===== src/rtl/timer_output_stage_pkg.sv =====
// Shared mode encodings and action decode for the timer output stage.
// Each mode maps to an action on threshold match and an action at period end.
package timer_output_pkg;

  localparam logic [2:0] OUT_SET     = 3'b000;
  localparam logic [2:0] OUT_TOG_CLR = 3'b001;
  localparam logic [2:0] OUT_SET_CLR = 3'b010;
  localparam logic [2:0] OUT_TOG     = 3'b011;
  localparam logic [2:0] OUT_CLR     = 3'b100;
  localparam logic [2:0] OUT_TOG_SET = 3'b101;
  localparam logic [2:0] OUT_CLR_SET = 3'b110;
  localparam logic [2:0] OUT_RSVD    = 3'b111;

  typedef enum logic [1:0] {
    ACT_NONE = 2'd0,
    ACT_SET  = 2'd1,
    ACT_CLR  = 2'd2,
    ACT_TOG  = 2'd3
  } act_e;

  typedef struct packed {
    act_e on_match;
    act_e on_end;
  } act_pair_t;

  function automatic act_pair_t decode_mode(input logic [2:0] mode);
    act_pair_t a;
    a.on_match = ACT_NONE;
    a.on_end   = ACT_NONE;
    case (mode)
      OUT_SET:     a.on_match = ACT_SET;
      OUT_TOG_CLR: begin a.on_match = ACT_TOG; a.on_end = ACT_CLR; end
      OUT_SET_CLR: begin a.on_match = ACT_SET; a.on_end = ACT_CLR; end
      OUT_TOG:     a.on_match = ACT_TOG;
      OUT_CLR:     a.on_match = ACT_CLR;
      OUT_TOG_SET: begin a.on_match = ACT_TOG; a.on_end = ACT_SET; end
      OUT_CLR_SET: begin a.on_match = ACT_CLR; a.on_end = ACT_SET; end
      default:     a = '{on_match: ACT_NONE, on_end: ACT_NONE};
    endcase
    return a;
  endfunction

  function automatic logic apply_act(input act_e act, input logic v);
    logic r;
    case (act)
      ACT_SET: r = 1'b1;
      ACT_CLR: r = 1'b0;
      ACT_TOG: r = ~v;
      default: r = v;
    endcase
    return r;
  endfunction

endpackage


===== src/rtl/timer_output_stage_if.sv =====
// Counter/config side to output-pin side bundle of the timer output stage.
// The master drives counter state and config; the slave (output stage) drives the pins.
interface timer_output_stage_if #(
  parameter int NUM_CH = 4,
  parameter int CNT_W  = 16
) ();

  logic                    ctrl_active_i;
  logic                    ctrl_update_i;
  logic                    ctrl_rst_i;
  logic [CNT_W-1:0]        cnt_i;
  logic                    cnt_evt_i;
  logic                    cnt_end_i;
  logic [NUM_CH*CNT_W-1:0] cfg_th_i;
  logic [NUM_CH*3-1:0]     cfg_mode_i;
  logic [NUM_CH-1:0]       out_o;
  logic [NUM_CH-1:0]       out_evt_o;

  modport master (
    output ctrl_active_i, ctrl_update_i, ctrl_rst_i,
    output cnt_i, cnt_evt_i, cnt_end_i, cfg_th_i, cfg_mode_i,
    input  out_o, out_evt_o
  );

  modport slave (
    input  ctrl_active_i, ctrl_update_i, ctrl_rst_i,
    input  cnt_i, cnt_evt_i, cnt_end_i, cfg_th_i, cfg_mode_i,
    output out_o, out_evt_o
  );

endinterface


===== src/rtl/timer_output_stage_ch.sv =====
// One output channel: shadowed threshold/mode, equality compare, match-then-end
// action resolution, and the registered output with its change pulse.
module timer_output_ch
  import timer_output_pkg::*;
#(
  parameter int CNT_W = 16
) (
  input  logic             clk_i,
  input  logic             rstn_i,
  input  logic             active,
  input  logic             update,
  input  logic             ctrl_rst,
  input  logic [CNT_W-1:0] cnt,
  input  logic             cnt_evt,
  input  logic             cnt_end,
  input  logic [CNT_W-1:0] cfg_th,
  input  logic [2:0]       cfg_mode,
  output logic             out,
  output logic             out_evt
);

  logic [CNT_W-1:0] th_q;
  logic [2:0]       mode_q;
  act_pair_t        acts;
  logic             qual;
  logic             hit;
  logic             out_nxt;

  always_ff @(posedge clk_i or negedge rstn_i) begin
    if (!rstn_i) begin
      th_q   <= '0;
      mode_q <= OUT_SET;
    end else if (update) begin
      th_q   <= cfg_th;
      mode_q <= cfg_mode;
    end
  end

  // End action is applied after the match action so it wins when both fire.
  always_comb begin
    acts    = decode_mode(mode_q);
    qual    = active & cnt_evt;
    hit     = (cnt == th_q);
    out_nxt = out;
    if (qual) begin
      if (hit)     out_nxt = apply_act(acts.on_match, out_nxt);
      if (cnt_end) out_nxt = apply_act(acts.on_end, out_nxt);
    end
    if (ctrl_rst) out_nxt = 1'b0;
  end

  always_ff @(posedge clk_i or negedge rstn_i) begin
    if (!rstn_i) begin
      out     <= 1'b0;
      out_evt <= 1'b0;
    end else begin
      out     <= out_nxt;
      out_evt <= out_nxt ^ out;
    end
  end

endmodule


===== src/rtl/timer_output_stage.sv =====
// Timer output stage top: one independent compare/output channel per slice
// of the packed threshold and mode buses.
module timer_output_stage
  import timer_output_pkg::*;
#(
  parameter int NUM_CH = 4,
  parameter int CNT_W  = 16
) (
  input  logic          clk_i,
  input  logic          rstn_i,
  timer_output_stage_if.slave bus
);

  for (genvar k = 0; k < NUM_CH; k++) begin : g_ch
    timer_output_ch #(
      .CNT_W(CNT_W)
    ) u_ch (
      .clk_i    (clk_i),
      .rstn_i   (rstn_i),
      .active   (bus.ctrl_active_i),
      .update   (bus.ctrl_update_i),
      .ctrl_rst (bus.ctrl_rst_i),
      .cnt      (bus.cnt_i),
      .cnt_evt  (bus.cnt_evt_i),
      .cnt_end  (bus.cnt_end_i),
      .cfg_th   (bus.cfg_th_i[k*CNT_W +: CNT_W]),
      .cfg_mode (bus.cfg_mode_i[k*3 +: 3]),
      .out      (bus.out_o[k]),
      .out_evt  (bus.out_evt_o[k])
    );
  end

endmodule


===== src/flat_wrapper.sv =====
// flat-port wrapper written by rule: the top's interface ports become plain ports
module timer_output_stage_flat import timer_output_pkg::*;
#(
  parameter int NUM_CH = 4,
  parameter int CNT_W  = 16
)
  (clk_i, rstn_i, bus_ctrl_active_i, bus_ctrl_update_i, bus_ctrl_rst_i, bus_cnt_i, bus_cnt_evt_i, bus_cnt_end_i, bus_cfg_th_i, bus_cfg_mode_i, bus_out_o, bus_out_evt_o);
  timer_output_stage_if #(.NUM_CH(NUM_CH), .CNT_W(CNT_W)) bus_i ();
  input  logic clk_i;
  input  logic rstn_i;
  input wire logic [$bits(bus_i.ctrl_active_i)-1:0] bus_ctrl_active_i;
  input wire logic [$bits(bus_i.ctrl_update_i)-1:0] bus_ctrl_update_i;
  input wire logic [$bits(bus_i.ctrl_rst_i)-1:0] bus_ctrl_rst_i;
  input wire logic [$bits(bus_i.cnt_i)-1:0] bus_cnt_i;
  input wire logic [$bits(bus_i.cnt_evt_i)-1:0] bus_cnt_evt_i;
  input wire logic [$bits(bus_i.cnt_end_i)-1:0] bus_cnt_end_i;
  input wire logic [$bits(bus_i.cfg_th_i)-1:0] bus_cfg_th_i;
  input wire logic [$bits(bus_i.cfg_mode_i)-1:0] bus_cfg_mode_i;
  output wire logic [$bits(bus_i.out_o)-1:0] bus_out_o;
  output wire logic [$bits(bus_i.out_evt_o)-1:0] bus_out_evt_o;
  assign bus_i.ctrl_active_i = bus_ctrl_active_i;
  assign bus_i.ctrl_update_i = bus_ctrl_update_i;
  assign bus_i.ctrl_rst_i = bus_ctrl_rst_i;
  assign bus_i.cnt_i = bus_cnt_i;
  assign bus_i.cnt_evt_i = bus_cnt_evt_i;
  assign bus_i.cnt_end_i = bus_cnt_end_i;
  assign bus_i.cfg_th_i = bus_cfg_th_i;
  assign bus_i.cfg_mode_i = bus_cfg_mode_i;
  assign bus_out_o = bus_i.out_o;
  assign bus_out_evt_o = bus_i.out_evt_o;
  timer_output_stage #(.NUM_CH(NUM_CH), .CNT_W(CNT_W)) u_core (.clk_i(clk_i), .rstn_i(rstn_i), .bus(bus_i));
endmodule

===== config.mk =====
export PLATFORM = sky130hd
export DESIGN_NAME = timer_output_stage_flat
export DESIGN_NICKNAME = d
export VERILOG_FILES = /design/src/rtl/timer_output_stage_pkg.sv /design/src/rtl/timer_output_stage_if.sv /design/src/rtl/timer_output_stage_ch.sv /design/src/rtl/timer_output_stage.sv /design/src/flat_wrapper.sv
export SDC_FILE = /design/constraint.sdc
export NUM_CORES = 1
export LEC_CHECK = 0
export CAP_MARGIN = 0
export CORE_ASPECT_RATIO = 0.6
export CORE_MARGIN = 2
export CORE_UTILIZATION = 54
export CTS_CLUSTER_SIZE = 40
export DETAILED_ROUTE_END_ITERATION = 10
export HOLD_SLACK_MARGIN = 0.08
export PLACE_DENSITY_LB_ADDON = 0.2
export SLEW_MARGIN = 20
export SYNTH_ARGS = -nofsm -noshare
export SYNTH_HDL_FRONTEND = slang
export SYNTH_SLANG_ARGS = --single-unit

===== constraint.sdc =====
create_clock -name clk_i -period 5.1 [get_ports clk_i]
set_clock_uncertainty 0.2 [all_clocks]
set_input_delay 0.765 -clock clk_i [delete_from_list [all_inputs] [get_ports clk_i]]
set_output_delay 0.765 -clock clk_i [all_outputs]
set_load 0.05 [all_outputs]

==> impl_summary.md, run 1 <==
Run status
The flow ran to the end, and the final reports show no timing, DRC or antenna violations.

Worst setup path
The maximum fanout along the worst path is 9. The cell type of the slowest stage on the worst timing path is clkdlybuf4s50_1. The element type at the critical path start is a flip-flop. The endpoint kind of the worst setup timing path is an output port. Together, buffers and inverters on the worst path number 1.

Data on the critical path arrives at its endpoint at 1.65 ns. Among cell families on the critical path, the largest total delay comes from buffers and inverters. The required time of the critical path is 4.14 ns. The largest single stage delay on the critical path is 0.85 ns. Traced cell by cell, the critical path runs through clkdlybuf4s50_1. The critical path is of the reg -> out type.

Yosys
The number of synthesized register bits is 84. The yosys synthesis warning count is 0. Summing every instance area after synthesis gives 4451 µm².

Among all flip-flop cells after synthesis, the most frequent one is dfrtp_1. The complex-gate fraction of the synthesized area is 6.635%. The synthesized netlist devotes 13.19% of its cell area to XOR and XNOR gates. Synthesis produced a netlist with a net count of 460. The area share of and/or/nand/nor cells after synthesis is 7.731%. The mux contribution to synthesized area is 20.35%. The synthesized area per cell is 12.33 µm². After synthesis, the share of flip-flops with an asynchronous set or reset is 100.0%. Summing the sequential cell areas from Yosys gives 47.23% of the chip area. The gate count after technology mapping is 361. Counting distinct cell types in the post-synthesis netlist gives 35.

After synthesis, the largest family of logic cells by area is multiplexers. Counting flops with a built-in enable in the synthesized netlist gives 0. Of the total synthesized cell area, the portion taken by full adders, half adders and majority gates is 0%.

Clock network
The maximum buffer depth of the clock tree is 2. The clock reaches the later pin of the worst-skew pair after 0.34 ns. The post-cts repair resize count is 0. The clock net in this run drives a total of 84 sinks. The number of buffers added by the clock tree synthesis step is 9.

The post-CTS setup repair buffer count is 0. After clock tree synthesis, the clock-pin slew on the worst setup and hold paths is 0.06 ns. The number of levels the H-tree was split into is 3. The cts-stage hold buffer count is 0. TritonCTS built the clock tree. In this run the clock root is driven by a clkbuf_16.

Die
The floorplan step set the die width to 121.2 µm. The total die area is 9008 µm². For this configuration, the core starts out at a cell density of 56.02%. The vertical die dimension is 74.32 µm.

In this run the count of I/O pins placed on the die edge is 107. The count of standard-cell rows is 25. The total area inside the core boundary comes to 7945 µm².

Detailed routing
The via-per-instance ratio is 5.399. The per-cell routed wire length is 17.48 µm. In this run, the number of DRC markers left after iteration 0 of detailed routing was 167. Summed over all layers, the routed wires come to 9738 µm.

The total vias in the final route is 3,007. The number of search-and-repair iterations in the first detailed-routing pass is 4. The residual DRC count is 0. The detail route stage leaves a number of antenna-violating nets equal to 0.

Global routing
Global routing used 23.19% of the available tracks. The wire length of the first global-routing pass is 15,470 µm. The remaining global-route overflow is 0. The number of antenna violations at the first check in global routing came to 0. The pin count of the biggest net entering global routing is 85. The via count of the first global-routing pass came to 2,994.

STA
Measured against its own limit, the worst slew margin works out to 41.66%. The worst path needs 2.617 ns of the cycle, external delays included. The maximum operating frequency is 0.3821 GHz. Setup repair after global routing left no endpoint under its margin. The count of final setup violators is 0. For the pin with the worst max-slew slack, the measured transition is 0.8752 ns. The worst path setup slack after routing is 2.483 ns.

Setup total negative slack on the finished layout was measured at 0 ns. The worst hold slack after final layout is 0.2776 ns. In the finished design, the share of the clock period the worst path needs comes to 51.32%.

The hold violation count in the final report was 0. The number of pins exceeding their max-slew limit in the final report was 0.

Job
The number of max-capacitance violations reported is 0.

Hold path
The classification of the worst-slack hold path is in -> async.

Place
The total half-perimeter wirelength after legalization and detailed placement is 7153 µm. The count of buffers added on input and output ports is 106. The worst setup slack after placement is 2.207 ns. The final RePlAce weighted congestion is 0.8173.

Finish
Relative to the synthesized area, the layout overhead comes to 29.32%. In the final layout, the share of cells above drive strength 1 is 22.94%. The final cell utilization of the core is 72.44%. Counting the fill cells in the layout gives 568. The antenna cell count is 0. At the end of the flow, the number of nets in the layout was 543.

Power
The leakage dissipation is 2.218 nW. IR analysis of the VDD net gives a maximum drop of 0.0002792 V. Dividing total power by cell area gives a power density of 312.3 nW/µm².
metal layers:
metal	part of all wire [%]	track usage, %
met3	5.9	6.595
met2	44	35.52
met1	49	32.64
met5	0	0
met4	0.86	6.897
path summary, 6_finish.rpt:
check                                                   from                       endpoint  slack (ns)  cells after the start
worst max-delay path                 u_core.g_ch[0].u_ch.out                   bus_out_o[0]        2.48                      1
worst min-delay path                                  rstn_i    u_core.g_ch[0].u_ch.th_q[7]        0.28                      1
worst max register to register  u_core.g_ch[0].u_ch.th_q[13]        u_core.g_ch[0].u_ch.out        3.17                      5
worst min register to register   u_core.g_ch[2].u_ch.th_q[1]    u_core.g_ch[2].u_ch.th_q[1]        0.33                      1
max in group asynchronous                             rstn_i  u_core.g_ch[3].u_ch.mode_q[1]        3.90                      1
min in group clk_i               u_core.g_ch[2].u_ch.th_q[1]    u_core.g_ch[2].u_ch.th_q[1]        0.33                      1
cells by family (layout without fill, tap and decap cells):
| kind of cell | after synthesis | after routing |
|---|---|---|
| AO/OA/AOI/OAI | 38 | 38 |
| XOR/XNOR | 67 | 67 |
| buffers and inverters | 38 | 126 |
| flip-flops | 84 | 84 |
| multiplexers | 81 | 81 |
| AND/OR/NAND/NOR | 53 | 53 |
per-stage QoR:
stage / total power [W] / cell area [µm²] / std cells
global placement: 0.001127 / 5441 / 541
CTS: 0.001818 / 5752 / 557
global route: 0.001881 / 5756 / 557
finish: 0.001797 / 5756 / 557
detailed placement: 0.001140 / 5441 / 541
floorplan: 0.001010 / 4451 / 361
synth_stat cells, drive strengths merged (3+ instances only):
library cell	n	area [µm²]
o21ai	3	15.01
xor2	3	26.28
nand2b	5	31.28
buf	21	140.1
and2	4	25.02
dfrtp	84	2102
xnor2	64	560.5
a221oi	3	45.04
nand2	10	37.54
mux2	76	855.8
nor2	7	26.28
clkbuf	14	65.06
a2111oi	6	52.55
inv	3	11.26
or3	4	25.02
a211oi	3	22.52
a21o	3	22.52
o2bb2ai	3	26.28
o211ai	5	37.54
nor4	4	76.32
a21oi	8	40.04
nand4	16	100.1
mux2i	5	50.05
state kept, by name, indices dropped and copies added (netlist names):
signal / cells
u_core.g_ch.u_ch.mode_q: 12
u_core.g_ch.u_ch.out: 4
u_core.g_ch.u_ch.out_evt: 4
u_core.g_ch.u_ch.th_q: 64
layout make-up:
class	instances	area, µm²	share of cell area [%]
inverter	3	11.26	0.1957
timing repair buffer	107	1065	18.50
tap	108	135.1	2.348
clock inverter	5	57.56	1.000
multi-input combinational	239	2132	37.04
clock buffer	11	252.7	4.391
sequential	84	2102	36.52
layout by cell type (no fill, tap or decap), drive strengths merged, types with 4 or more instances in the layout:
master	count
a2111oi	6
a21oi	8
and2	4
clkbuf	11
clkdlybuf4s50	104
dfrtp	84
inv	4
mux2	76
mux2i	5
nand2	10
nand2b	5
nand4	16
nor2	7
nor4	4
o211ai	5
or3	4
xnor2	64
where the power goes:
part           leakage [nW]  total [W]  switching, W  internal [W]
clock                 0.156   0.000669      0.000262      0.000407
combinational          1.07   0.000341      0.000141      0.000200
sequential            0.996   0.000788     0.0000564      0.000732
Note: power is estimated with default switching activity, not from simulation.
==> inputs of run 2 (changes only) <==
--- a/config.mk
+++ b/config.mk
@@ -8,7 +8,7 @@
 export CAP_MARGIN = 0
 export CORE_ASPECT_RATIO = 0.6
 export CORE_MARGIN = 2
-export CORE_UTILIZATION = 54
+export CORE_UTILIZATION = 45
 export CTS_CLUSTER_SIZE = 40
 export DETAILED_ROUTE_END_ITERATION = 10
 export HOLD_SLACK_MARGIN = 0.08
==> constraint.sdc (replaced) <==
create_clock -name clk_i -period 2.4 [get_ports clk_i]
set_clock_uncertainty 0.2 [all_clocks]
set_input_delay 0.36 -clock clk_i [delete_from_list [all_inputs] [get_ports clk_i]]
set_output_delay 0.36 -clock clk_i [all_outputs]
set_load 0.05 [all_outputs]
==> run 2 against run 1 <==
Core utilization is 12 points lower. Global-route usage is 3.2 points lower. Sequential share of layout area is 0.91 points lower. Wire length is 2.4% higher. Critical path type unchanged. Critical endpoint unchanged. Largest cell class unchanged. Highest routed layer unchanged.
==> impl_summary.md, run 2 (synthesis gave the netlist of run 1 again) <==
Worst setup path
The slack of the worst reg-to-reg path is 0.40 ns (-2.77 ns). STA classifies the critical path startpoint as a flip-flop. The worst reg-to-reg path cell count came to 5 (unchanged).

The setup path with the least slack is of type reg -> out. The worst setup path is captured at an output port. The delay of the slowest cell on the worst path was 0.85 ns (about the same).

The most critical setup path has its startpoint at u_core.g_ch[0].u_ch.out. The capturing element of the worst setup path is bus_out_o[0]. The worst endpoint data arrival time was 1.66 ns (about the same). The cell type of the slowest stage on the worst timing path is clkdlybuf4s50_1. The worst path buffer plus inverter count is 1 (unchanged).

The number of cells on the critical path is 1 (unchanged). The worst register-to-register path ends at u_core.g_ch[0].u_ch.out. The required time of the critical path is 1.84 ns (-2.30 ns).

The launching point of the worst reg2reg path is u_core.g_ch[0].u_ch.th_q[8]. Traced cell by cell, the critical path runs through clkdlybuf4s50_1. The maximum fanout along the worst path is 9 (unchanged). Among cell families on the critical path, the largest total delay comes from buffers and inverters.

Clock network
CTS placed an instance of clkbuf_16 at the clock tree root. The clock latency on the worst-skew pair is 0.34 ns (about the same). The TritonCTS clock tree is yes. The number of sinks handled by clock tree synthesis was 84 (unchanged). The clock transition at the register clock pins on the worst setup and hold paths after CTS came to 0.06 ns (about the same). The number of buffers added by the clock tree synthesis step was 9 (unchanged). The post-cts repair resize count is 0 (unchanged). The maximum buffer depth of the clock tree is 2 (unchanged).

The number of levels the H-tree was split into came to 3 (unchanged).

Global routing
The all-layer global routing usage is 20.01% (-3.2 points). The pin count of the biggest net entering global routing is 77 (-9.4%). The number of antenna violations at the first check in global routing is 0 (unchanged). The wire length of the first global-routing pass came to 16,330 µm (+5.5%). The remaining global-route overflow is 0 (unchanged). The via count of the first global-routing pass is 3,176 (+6.1%).

Place
The total half-perimeter wirelength after legalization and detailed placement is 7573 µm (+5.9%). The final RePlAce weighted congestion came to 0.7601 (-7.0%). The count of port buffers added during placement is 106 (unchanged).

The post-place instance area is 5605 µm² (+3.0%).

STA
The final cycle utilization of the critical path is 92.36%. The slew of the pin with the lowest slew margin is 0.5884 ns (-0.2868 ns). The clock period minus final worst setup slack is 2.217 ns.

The worst slew margin relative to its limit is 59.76% (+18 points). The post-route setup TNS was 0 ns (unchanged). The maximum operating frequency is 0.4511 GHz. The count of final setup violators came to 0 (unchanged). The hold violation count in the final report is 0 (unchanged). The number of pins exceeding their max-slew limit in the final report was 0 (unchanged). Setup repair after global routing left no endpoint under its margin.

Power
The leakage dissipation is 2.273 nW (+2.5%). The power density over the cells is 638.1 nW/µm² (+100%). The worst-case vdd ir drop is 0.0003948 V (+41%).

Finish
The total non-filler cell area in the finished layout is 5902 µm² (+2.5%). The antenna cell count is 0 (unchanged). The fraction of final layout cells sized beyond drive strength 1 is 24.57% (+1.6 points). The number of flip-flops in the largest register is 64 (unchanged). In the layout the commonest cells are clkdlybuf4s50_1, dfrtp_1, mux2_2. The area growth from synthesis to final layout is 32.61%. The largest registers in the layout are u_core.g_ch.u_ch.th_q (64), u_core.g_ch.u_ch.mode_q (12). The register with the most flip-flops in the final layout is u_core.g_ch.u_ch.th_q. The count of fill cells added during filler insertion came to 805 (+42%). The final-stage net count is 558 (+2.8%). The leading cell type in the layout, fill and taps excluded is clkdlybuf4s50_1.

Die
The total die area was 10,730 µm² (+19%). The horizontal die dimension is 132.4 µm (+9.2%). The starting utilization of the core area was 45.70% (-10 points).

The count of standard-cell rows is 28 (+12%). The vertical die dimension is 81.03 µm (+9.0%). The floorplan core area is 9739 µm² (+23%). The total I/O pin count came to 107 (unchanged).

Job
The number of max-capacitance violations reported is 0 (unchanged).

Detailed routing
The number of nets with antenna violations after routing is 0 (unchanged). The per-cell routed wire length was 16.65 µm (-4.8%). The via-per-instance ratio is 5.172 (-4.2%). The wire length after detailed routing is 9971 µm (+2.4%).

The total vias in the final route is 3,098 (+3.0%). The number of search-and-repair iterations in the first detailed-routing pass is 4 (unchanged). The residual DRC count is 0 (unchanged). The first-iteration detailed-routing DRC count came to 158 (-5.4%).

Run status
The run finished with clean final reports.

Hold path
The tightest min-delay check is of the in -> async type.
[run 2: changes by cell type in the layout (fill, tap and decap cells not counted), sizes merged]
cell / before / now
buf: 3 / 17
clkinv: 3 / 1
clkinvlp: 0 / 2
clkbuf: 11 / 12
dlygate4sd3: 0 / 1
inv: 4 / 3
[run 2: metal layers]
layer / GRT usage [%] / wire length [µm] / vias to the layer above
li1: - / - / 1466
met2: 29.84 / 4183 / 86
met5: 0 / 0 / -
met1: 28.39 / 5118 / 1533
met4: 5.699 / 129 / 0
met3: 5.993 / 539 / 13
[run 2: timing repair]
item                       in CTS  in global routing
buffers inserted                0                  0
setup endpoints to repair       0                  0
hold endpoints to repair       36                  0
hold buffers                    1                  0
[run 2: through the flow]
| stage | total power, W | util [%] | instances | hold slack (ns) | worst slack [ns] |
|---|---|---|---|---|---|
| final | 0.003766 | 60.60 | 599 | 0.3240 | 0.1834 |
| after CTS | 0.003818 | 60.60 | 599 | 0.3312 | 0.1743 |
| after floorplan | 0.002145 | - | 361 | -0.1356 | 0.6397 |
| after global placement | 0.002424 | 57.55 | 582 | 0.1583 | -0.1165 |
| after global routing | 0.003939 | 60.60 | 599 | 0.3487 | 0.08779 |
| after detailed placement | 0.002452 | 57.55 | 582 | 0.1641 | -0.2149 |
[run 2: layout make-up]
class                      count  area (µm²)  share of cell area (%)
multi-input combinational    239        2132                   36.12
sequential                    84        2102                   35.62
timing repair buffer         122        1201                   20.35
clock buffer                  12       236.5                   4.007
tap                          135       168.9                   2.862
clock inverter                 4       50.05                  0.8480
inverter                       3       11.26                  0.1908
[run 2: worst min-delay path by stage]
stage | start | to | slack, ns | depth (start not counted)
3_5_place_dp | rstn_i | u_core.g_ch[0].u_ch.mode_q[1] | 0.16 | 1
6_report | rstn_i | u_core.g_ch[0].u_ch.mode_q[1] | 0.32 | 2
4_1_cts | u_core.g_ch[2].u_ch.th_q[8] | u_core.g_ch[2].u_ch.th_q[8] | 0.33 | 1
5_1_grt | u_core.g_ch[2].u_ch.th_q[10] | u_core.g_ch[2].u_ch.th_q[10] | 0.35 | 1
3_3_place_gp | rstn_i | u_core.g_ch[0].u_ch.mode_q[1] | 0.16 | 1
2_1_floorplan | rstn_i | u_core.g_ch[0].u_ch.mode_q[0] | -0.14 | 0
[run 2: power by group]
group,internal [W],switching [W]
registers,0.00156,0.000114
logic,0.000445,0.000308
clock network,0.000805,0.000539
==> inputs of run 3 (changes only) <==
--- a/config.mk
+++ b/config.mk
@@ -8,12 +8,14 @@
 export CAP_MARGIN = 0
 export CORE_ASPECT_RATIO = 0.6
 export CORE_MARGIN = 2
-export CORE_UTILIZATION = 45
+export CORE_UTILIZATION = 35
 export CTS_CLUSTER_SIZE = 40
 export DETAILED_ROUTE_END_ITERATION = 10
+export GPL_ROUTABILITY_DRIVEN = 0
 export HOLD_SLACK_MARGIN = 0.08
 export PLACE_DENSITY_LB_ADDON = 0.2
 export SLEW_MARGIN = 20
 export SYNTH_ARGS = -nofsm -noshare
 export SYNTH_HDL_FRONTEND = slang
+export SYNTH_HIERARCHICAL = 1
 export SYNTH_SLANG_ARGS = --single-unit
==> run 3 against run 2 <==
Hold slack got worse by 0.050 ns. Critical endpoint is now u_core/g_ch[1].u_ch/out. Area after synthesis grew 0.98%. Wire length is 11% higher. Sequential cell count did not move. Clock-buffer cell count fell by 1. Synthesized cell count up 3.0%. First-iteration DRC count decreased by 12%. Combinational power grew 8.8%. Setup slack worse by 0.13 ns.
==> impl_summary.md, run 3 <==
Run status
The flow ran to the end, and the final reports show no timing, DRC or antenna violations.

Worst setup path
The required time of the critical path is 2.43 ns (+0.59 ns). The worst path buffer plus inverter count was 2 (+1). The destination of the worst register-to-register timing path is u_core/g_ch[1].u_ch/out. The worst endpoint data arrival time is 2.38 ns (+0.72 ns).

The element type at the critical path start is an input pin. The worst reg-to-reg path cell count is 5 (unchanged). The signal on the critical path passes through clkdlybuf4s50_1, buf_4, xor2_1, nor4_2, nand4_1, mux2_1, a311oi_2.

The slowest stage of the critical path is the clkdlybuf4s50_1 cell. The delay of the slowest cell on the worst path is 0.49 ns (-0.36 ns). Among cell families on the critical path, the largest total delay comes from buffers and inverters. The maximum fanout along the worst path is 3 (-6). The endpoint kind of the worst setup timing path is a flip-flop. The critical path is of the in -> reg type. The slack of the worst reg-to-reg path was 0.29 ns (-0.11 ns).

The launching point of the worst reg2reg path is u_core/g_ch[1].u_ch/th_q[9].

Finish
The final cell utilization of the core was 50.29% (-10 points). The largest registers in the layout are u_core/g_ch.u_ch/th_q (64), u_core/g_ch.u_ch/mode_q (12). The leading cell type in the layout, fill and taps excluded is clkdlybuf4s50_1. The fraction of final layout cells sized beyond drive strength 1 is 27.61% (+3.0 points). The total non-filler cell area in the finished layout is 6382 µm² (+8.1%). The number of flip-flops in the largest register is 64 (unchanged). The final-stage net count is 613 (+9.9%). Relative to the synthesized area, the layout overhead comes to 42.01%. The largest register by flop count is u_core/g_ch.u_ch/th_q. In the layout the commonest cells are clkdlybuf4s50_1, dfrtp_1, mux2_2.

STA
The worst path setup slack after routing is 0.05261 ns (-0.1308 ns). The worst hold slack after final layout is 0.2737 ns (-0.05032 ns). The hold violation count in the final report is 0 (unchanged).

The final cycle utilization of the critical path is 97.81% (+5.5 points). The number of pins exceeding their max-slew limit in the final report is 0 (unchanged). Setup repair after global routing left no endpoint under its margin. The post-route setup TNS is 0 ns (unchanged). The slew of the pin with the lowest slew margin is 0.5839 ns (-0.004422 ns).

The maximum operating frequency is 0.4260 GHz (-5.6%). The worst slew margin relative to its limit is 60.95% (+1.2 points). The clock period minus final worst setup slack came to 2.347 ns (+0.1308 ns). The count of final setup violators is 0 (unchanged).

Detailed routing
The first-iteration detailed-routing DRC count is 139 (-12%). The residual DRC count is 0 (unchanged). The total vias in the final route came to 3,368 (+8.7%).

The via-per-instance ratio is 4.888 (-5.5%). The number of search-and-repair iterations in the first detailed-routing pass is 4 (unchanged). The number of nets with antenna violations after routing was 0 (unchanged). The wire length after detailed routing was 11,110 µm (+11%). The per-cell routed wire length is 16.12 µm (-3.1%).

Die
The floorplan core area was 12,690 µm² (+30%). The vertical die dimension is 91.78 µm (+13%). The starting utilization of the core area is 35.41% (-10 points). The total I/O pin count is 107 (unchanged). The horizontal die dimension came to 150.3 µm (+14%). The count of standard-cell rows is 32 (+14%).

The total die area was 13,790 µm² (+29%).

Job
The number of max-capacitance violations reported is 0 (unchanged).

Global routing
met1 is the most crowded layer. The number of antenna violations at the first check in global routing was 1 (+1). The met1 capacity usage during global routing is 26.19% (-2.2 points). The via count of the first global-routing pass came to 3,467 (+9.2%).

The fraction of met3 tracks used by global routing came to 5.323% (-0.67 points). The wire length of the first global-routing pass is 18,230 µm (+12%). The global routing met2 resource utilization was 23.94% (-5.9 points). The remaining global-route overflow came to 0 (unchanged). The all-layer global routing usage was 17.22% (-2.8 points). The pin count of the biggest net entering global routing is 61 (-21%).

Yosys
The number of synthesized register bits is 84 (unchanged). After synthesis, the cell types taking the most area are dfrtp_1, mux2_2, xor2_1. The netlist area before placement is 4494 µm² (+0.98%). The cell type with the largest total area after synthesis is dfrtp_1. The number of nets in the synthesized netlist is 471 (+2.4%). The part of the Yosys area used for sequential elements is 46.77% (-0.46 points). The most common cell in the synthesized netlist is dfrtp_1.

The leading register cell type out of synthesis is dfrtp_1. The gate count after technology mapping was 372 (+3.0%). The yosys synthesis warning count was 6 (+6). The portion of synthesized cell area occupied by the leading cell type was 46.77% (-0.46 points). The synthesized area per cell came to 12.08 µm² (-2.0%). Sorting the synthesized cells by how often they occur yields dfrtp_1, mux2_2, xor2_1. The number of library cell types mapped by synthesis was 23 (-34%).

The count of flip-flops with a built-in enable after synthesis came to 0 (unchanged). The async set or reset register ratio after synthesis was 100.0% (unchanged).

Clock network
The clock latency on the worst-skew pair was 0.33 ns (about the same). The maximum buffer depth of the clock tree is 2 (unchanged). The number of buffers added by the clock tree synthesis step came to 9 (unchanged).

The TritonCTS clock tree is yes. The number of sinks handled by clock tree synthesis came to 84 (unchanged). The clock transition at the register clock pins on the worst setup and hold paths after CTS is 0.06 ns (about the same). The tree is rooted in a clkbuf_16. The number of levels the H-tree was split into is 3 (unchanged).

Power
The worst-case vdd ir drop is 0.0003291 V (-17%). The leakage dissipation is 2.648 nW (+16%). The power density over the cells is 623.8 nW/µm² (-2.2%).

Place
The total half-perimeter wirelength after legalization and detailed placement is 8462 µm (+12%). The post-place instance area is 6001 µm² (+7.1%). The count of port buffers added during placement is 106 (unchanged). The worst setup slack after placement is -0.3842 ns (-0.1693 ns).

Hold path
The classification of the worst-slack hold path is in -> async.
## run 3: cell count changes after synthesis, moves of 9 or more
cell      change
nand4_1      -12
nor4_2       +15
xor2_1       +65
xnor2_1      -64
nor2_1        +9
o21ai_0      +13
clkbuf_2     -10
## run 3: through the flow
step / std cells / total power [W]
after floorplan: 372 / 0.002117
after global placement: 671 / 0.002492
after detailed placement: 671 / 0.002511
after CTS: 688 / 0.004020
after global routing: 688 / 0.004181
final: 689 / 0.003981
## run 3: how the worst max path moves through the flow
stage | cells after the start | slack (ns) | endpoint | startpoint
after global placement | 7 | -0.36 | u_core/g_ch[1].u_ch/out | bus_cnt_i[1]
after detailed placement | 7 | -0.38 | u_core/g_ch[1].u_ch/out | bus_cnt_i[1]
after global routing | 7 | 0.01 | u_core/g_ch[2].u_ch/out | bus_cnt_i[2]
final | 7 | 0.05 | u_core/g_ch[1].u_ch/out | bus_cnt_i[8]
after CTS | 7 | 0.04 | u_core/g_ch[1].u_ch/out | bus_cnt_i[10]
after floorplan | 5 | 0.37 | u_core/g_ch[0].u_ch/out | u_core/g_ch[0].u_ch/out
## run 3: final cells by class
type	instances	area [µm²]
tap	170	212.7
sequential	84	2102
antenna	1	2.502
inverter	8	30.03
timing repair buffer	143	1364
clock inverter	4	73.82
clock buffer	11	242.7
multi-input combinational	268	2355
fill	1143	6310
## run 3: kinds of logic (layout without fill, tap and decap cells)
logic type / Yosys count / after routing / synth area share (%)
other: 0 / 1 / 0
muxes: 88 / 88 / 21.72
AOI/OAI and AO/OA: 48 / 48 / 7.015
and+or+nand+nor: 64 / 64 / 9.466
DFF: 84 / 84 / 46.77
xor gates and xnor gates: 68 / 68 / 13.25
buffers and inverters: 20 / 166 / 1.782
## run 3: worst reg2reg max path: stages, from the launching register on
cell	delay, ns
dfrtp_1	0.39
xor2_1	0.17
nor4_2	0.41
nand4_1	0.23
mux2_1	0.37
a311oi_2	0.25
## run 3: where the power goes
group / total (W) / switching (W) / internal, W
Clock: 0.00148 / 0.000544 / 0.000934
Sequential: 0.00168 / 0.000130 / 0.00155
Combinational: 0.000820 / 0.000364 / 0.000456
## run 3: repair_timing
action | in CTS | in global routing
endpoints found under the hold margin | 24 | 0
pin swaps | 4 | 5
hold buffers | 1 | 0
gates resized for setup | 4 | 6
setup endpoints to repair | 2 | 3
buffers inserted | 1 | 0
## run 3: per-layer routing
layer	vias to the layer above	part of all wire (%)
met5	-	0
met2	89	41
met4	0	0.60
li1	1641	-
met3	8	5.6
met1	1630	53
